==> src/rtl/star_pixel_gen.sv <==
// Pixel-colour stage: renders a triangular player ship over a scrolling starfield
// and moves the ship only on frame boundaries, with syncs delayed to match the RGB.
module star_pixel_gen #(
  parameter int          SHIP_W   = 16,
  parameter int          SHIP_H   = 16,
  parameter int          H_VIS    = 640,
  parameter int          V_VIS    = 480,
  parameter logic [11:0] SHIP_RGB = 12'hFF0,
  parameter logic [11:0] STAR_RGB = 12'hFFF,
  parameter logic [11:0] BG_RGB   = 12'h000
) (
  input  logic        clk,
  input  logic        reset,
  input  logic        p_clock,
  input  logic [9:0]  x,
  input  logic [9:0]  y,
  input  logic        video_on,
  input  logic        hsync,
  input  logic        vsync,
  input  logic [9:0]  pos_x,
  input  logic [9:0]  pos_y,
  input  logic        pos_valid,
  output logic        pos_ready,
  output logic [11:0] rgb,
  output logic        hsync_out,
  output logic        vsync_out,
  output logic        frame_tick
);

  localparam logic [9:0] X_MAX = 10'(H_VIS - SHIP_W);
  localparam logic [9:0] Y_MAX = 10'(V_VIS - SHIP_H);
  localparam logic [9:0] SHIP_X_RST = 10'd312;
  localparam logic [9:0] SHIP_Y_RST = 10'd440;

  localparam logic signed [10:0] SW_S   = 11'(SHIP_W);
  localparam logic signed [10:0] SH_S   = 11'(SHIP_H);
  localparam logic signed [10:0] APEX_L = 11'(SHIP_W / 2 - 1);
  localparam logic signed [10:0] APEX_R = 11'(SHIP_W / 2);

  // Saturate a requested coordinate to the last legal ship position.
  function automatic logic [9:0] sat_pos(input logic [9:0] v, input logic [9:0] lim);
    return (v > lim) ? lim : v;
  endfunction

  // Triangle, apex up: the lit span widens by one pixel each side every two rows.
  function automatic logic ship_lit(input logic [9:0] sx, input logic [9:0] sy,
                                    input logic [9:0] ox, input logic [9:0] oy);
    logic signed [10:0] dx;
    logic signed [10:0] dy;
    logic signed [10:0] half;
    dx   = $signed({1'b0, sx}) - $signed({1'b0, ox});
    dy   = $signed({1'b0, sy}) - $signed({1'b0, oy});
    half = dy >>> 1;
    return (dx >= 11'sd0) && (dx < SW_S) && (dy >= 11'sd0) && (dy < SH_S) &&
           (dx >= APEX_L - half) && (dx <= APEX_R + half);
  endfunction

  function automatic logic star_lit(input logic [9:0] sx, input logic [9:0] sy,
                                    input logic [9:0] scr);
    logic [9:0] ry;
    ry = sy - scr;
    return ((sx[4:0] ^ ry[4:0]) == 5'b10101) && (sx[5] == ry[6]);
  endfunction

  logic        p_clock_d;
  logic        tick;
  logic        boundary;
  logic        accept;

  logic [9:0]  x_p1;
  logic [9:0]  y_p1;
  logic        vld_p1;
  logic        hs_p1;
  logic        vs_p1;

  logic [11:0] rgb_p2;
  logic        hs_p2;
  logic        vs_p2;
  logic        frame_tick_r;

  logic [9:0]  scroll;
  logic        pending;
  logic [9:0]  pend_x;
  logic [9:0]  pend_y;
  logic [9:0]  ship_x;
  logic [9:0]  ship_y;
  logic [11:0] pix_rgb;

  assign tick     = p_clock & ~p_clock_d;
  assign boundary = tick & vsync & ~vs_p1;
  assign accept   = pos_valid & ~pending;

  always_ff @(posedge clk or posedge reset) begin
    if (reset) p_clock_d <= 1'b0;
    else       p_clock_d <= p_clock;
  end

  // Stage 1: capture the incoming pixel coordinate and timing signals.
  always_ff @(posedge clk or posedge reset) begin
    if (reset) begin
      x_p1   <= '0;
      y_p1   <= '0;
      vld_p1 <= 1'b0;
      hs_p1  <= 1'b0;
      vs_p1  <= 1'b0;
    end else if (tick) begin
      x_p1   <= x;
      y_p1   <= y;
      vld_p1 <= video_on;
      hs_p1  <= hsync;
      vs_p1  <= vsync;
    end
  end

  always_comb begin
    pix_rgb = BG_RGB;
    if (!vld_p1)                                  pix_rgb = 12'h000;
    else if (ship_lit(x_p1, y_p1, ship_x, ship_y)) pix_rgb = SHIP_RGB;
    else if (star_lit(x_p1, y_p1, scroll))        pix_rgb = STAR_RGB;
  end

  // Stage 2: colour and delayed syncs, aligned to each other.
  always_ff @(posedge clk or posedge reset) begin
    if (reset) begin
      rgb_p2 <= '0;
      hs_p2  <= 1'b0;
      vs_p2  <= 1'b0;
    end else if (tick) begin
      rgb_p2 <= pix_rgb;
      hs_p2  <= hs_p1;
      vs_p2  <= vs_p1;
    end
  end

  always_ff @(posedge clk or posedge reset) begin
    if (reset) begin
      frame_tick_r <= 1'b0;
      scroll       <= '0;
    end else begin
      frame_tick_r <= boundary;
      if (boundary) scroll <= scroll + 10'd1;
    end
  end

  // A pending position only reaches the active registers at a frame boundary.
  always_ff @(posedge clk or posedge reset) begin
    if (reset) begin
      pending <= 1'b0;
      pend_x  <= '0;
      pend_y  <= '0;
      ship_x  <= SHIP_X_RST;
      ship_y  <= SHIP_Y_RST;
    end else if (boundary && pending) begin
      ship_x  <= pend_x;
      ship_y  <= pend_y;
      pending <= 1'b0;
    end else if (accept) begin
      pend_x  <= sat_pos(pos_x, X_MAX);
      pend_y  <= sat_pos(pos_y, Y_MAX);
      pending <= 1'b1;
    end
  end

  assign pos_ready  = ~pending;
  assign rgb        = rgb_p2;
  assign hsync_out  = hs_p2;
  assign vsync_out  = vs_p2;
  assign frame_tick = frame_tick_r;

endmodule

==> config.mk <==
export PLATFORM = sky130hd
export DESIGN_NAME = star_pixel_gen
export DESIGN_NICKNAME = d
export VERILOG_FILES = /design/src/rtl/star_pixel_gen.sv
export SDC_FILE = /design/constraint.sdc
export NUM_CORES = 1
export LEC_CHECK = 0
export ABC_AREA = 1
export CORE_MARGIN = 4
export CORE_UTILIZATION = 52
export CTS_BUF_LIST = sky130_fd_sc_hd__clkbuf_2 sky130_fd_sc_hd__clkbuf_4 sky130_fd_sc_hd__clkbuf_8
export DETAILED_ROUTE_END_ITERATION = 8
export PLACE_DENSITY_LB_ADDON = 0.05
export SYNTH_ARGS = -nofsm -noshare
export SYNTH_HDL_FRONTEND = slang
export SYNTH_SLANG_ARGS = --single-unit
==> constraint.sdc <==
create_clock -name clk -period 5.85 [get_ports clk]
set_input_delay 0.8775 -clock clk [delete_from_list [all_inputs] [get_ports clk]]
set_output_delay 0.8775 -clock clk [all_outputs]
set_load 0.02 [all_outputs]
==> out/qor.yml <==
clock_tree:
  root_buffer: "clkbuf_8"
  ctsResizeCount: 0
  ctsHoldBuffers: 0
  clockBufferDepth: 2
  cts_setup_buffers: 0
  clock_sinks: 77
  clk_pin_slew_ns: 0.08
  insertion_delay_ns: 0.35
  h-tree-depth: 3
  cts_tree: "done"
  numCtsBuffers: 9
critical_path:
  cpMostUsedCell: "nand2_1"
  crit_path_start: "y_p1[0]"
  critPathBufInv: 3
  crit_arrival_ns: 3.80
  path_depth: 25
  worst-r2r-cell-count: 25
  critPathCaptureType: "flop"
  startpoint_type: "flop"
  critical_path_class: "flop to flop"
  critPathCapture: "rgb[3]"
  path_max_fanout: 4
  timing.rr.end: "rgb[3]"
  cp_slowest_cell: "fa_1"
  cp.required_ns: 6.09
  timing.rr.start: "y_p1[0]"
  critPathMaxStageDelay_ns: 0.41
  cp_top_family: "simple AND/OR/NAND/NOR gates"
  r2r_setup_slack_ns: 2.29
global_route:
  grt_pass1_wl_mm: 21.45
  grt_usage: 0.2147
  grt_antenna_before_repair: 0
  gr-total-overflow: 0
  grt_pass1_vias: 4567
  grt_max_degree: 48
logic_synthesis:
  synth_largest_area_cell: "dfrtp_1"
  synth-seq-cells: 77
  netlist_instances: 719
  syn_avg_cell_area_um2: 7.587
  synth_cell_types: 43
  ys_top_cells_by_area: "dfrtp_1, nand2_1, ha_1"
  synth_seq_area_share: 0.3553
  synth_warnings: 0
  yosys.area.top_type_share: 0.3119
  syn_area_mm2: 0.005455
  syn-num-nets: 819
final_layout:
  multiInputGateArea_mm2: 0.002892
  fillers: 977
  final_core_util: 0.6143
  final_common_cell: "nand2_1"
  finish.net_count: 873
  area_growth_pct: 15.73
  instances_no_fill: 914
  diodes: 0
  design_area_mm2: 0.006314
  regArea_mm2: 0.001938
  layout-drive-gt1-share: 0.09640
  layout_common_cells: "nand2_1, inv_1, dfrtp_1"
timing:
  hold_viol: 0
  slew_viol_final: 0
  max_freq_ghz: 0.2810
  rsz0062_at_grt: "no"
  finalCriticalPeriod_ns: 3.558
  tns_ns: 0
  finalSetupViolCount: 0
  finClkSkew_ns: 0.01188
  tightest_slew_ns: 0.6716
  finalCritPeriodShare: 0.6083
  slew-limit-headroom: 0.5516
die:
  initial_core_util: 0.5308
  io_pins: 63
  die_width_um: 110.4
  fp-row-count: 37
  fp.coreArea_mm2: 0.01028
  chipHeight_um: 110.4
  dieArea_mm2: 0.01219
placement:
  dpl.hpwl_mm: 10.17
  portBuffers: 62
  dp.cells: 898
  gp_congestion: 0.8537
  placed_cell_area_mm2: 0.006138
routing:
  detail_route.vias_per_cell: 4.940
  antenna_left: 0
  vias: 4515
  wirelength_mm: 12.47
  drt_pass1_iterations: 4
  drcViolationCount: 0
  drt_iter0_markers: 208
  avgRoutedWirePerCell_um: 13.64
power_and_ir_drop:
  p_per_area_mw_per_mm2: 589.2
  p_leak_nw: 3.275
  total_power_w: 0.003720
  ir_drop_mv: 0.3609
min_path:
  min_from: "scroll[5]"
  min-delay-path-class: "flop to flop"
status:
  status: "complete, no violations"
job:
  cap_violations: 0
metal layers:
layer  track usage  part of all wire  routed length (um)
met1        0.2687              0.45                5617
met2        0.3871              0.50                6214
met3       0.02575             0.037                 464
met4       0.06322             0.014                 171
met5             0                 0                   0
power by group:
| part | internal (W) | total [W] | switching (W) |
|---|---|---|---|
| combinational | 0.000947 | 0.00252 | 0.00158 |
| clock | 0.000165 | 0.000372 | 0.000208 |
| sequential | 0.000724 | 0.000825 | 0.000101 |
how the worst min path moves through the flow:
stage	to	slack, ns	cells past startpoint
2_1_floorplan	scroll[5]	0.44	1
3_3_place_gp	scroll[5]	0.46	1
3_5_place_dp	scroll[5]	0.47	1
4_1_cts	scroll[5]	0.48	1
5_1_grt	scroll[5]	0.50	1
6_report	scroll[5]	0.48	1
sequential cells by signal, indices dropped and copies added (netlist names), 2 cells and up:
name    cells
ship_y     10
ship_x     10
x_p1       10
y_p1       10
scroll      7
rgb         2
pend_y     10
pend_x     10
Yosys cell counts:
library cell and n:
xnor2_1 8, a31oi_1 5, o31ai_1 4, or2_4 1
o211ai_1 1, and2_1 1, o21ai_0 49, nor3_2 3
xor2_2 2, nand4_1 12, nand2_4 3, nand2_1 195
dfrtp_1 68, buf_4 11, nand3b_1 1, a21oi_2 4
nor2_8 1, nand4_2 2, dfstp_2 9, buf_2 1
ha_1 50, nor2_2 6, nand3_1 34, inv_2 7
fa_1 3, nand3_4 1, nand2_2 11, nor3_1 5
a21oi_1 20, inv_1 127, nand3_2 5, xor2_1 19
nor2_1 32, clkbuf_1 7, a21o_1 1, o22ai_1 2
and3_1 1, or2_2 1, o21bai_1 1, clkbuf_2 1
buf_1 1, nor4_1 2, o21a_1 1
cell type report:
cell class,instances,share of cell area
Tap cell,136,0.02695
Clock buffer,11,0.02200
Timing Repair Buffer,64,0.1007
Clock inverter,5,0.005747
Inverter,134,0.07967
Multi-Input combinational cell,487,0.4580
Sequential cell,77,0.3070
cells by family after synthesis:
family / synth area share
DFF: 0.3553
and+or+nand+nor: 0.2663
xor gates and xnor gates: 0.04931
AOI/OAI and AO/OA: 0.08876
buffers and inverters: 0.1147
adders and majority gates: 0.1257
metrics by stage:
step	setup WS [ns]	hold slack [ns]
floorplan	2.581	0.4416
global placement	2.405	0.4554
detailed placement	2.306	0.4696
CTS	2.279	0.4841
global route	1.892	0.5010
finish	2.292	0.4815
Power figures use the tool's default switching activity.
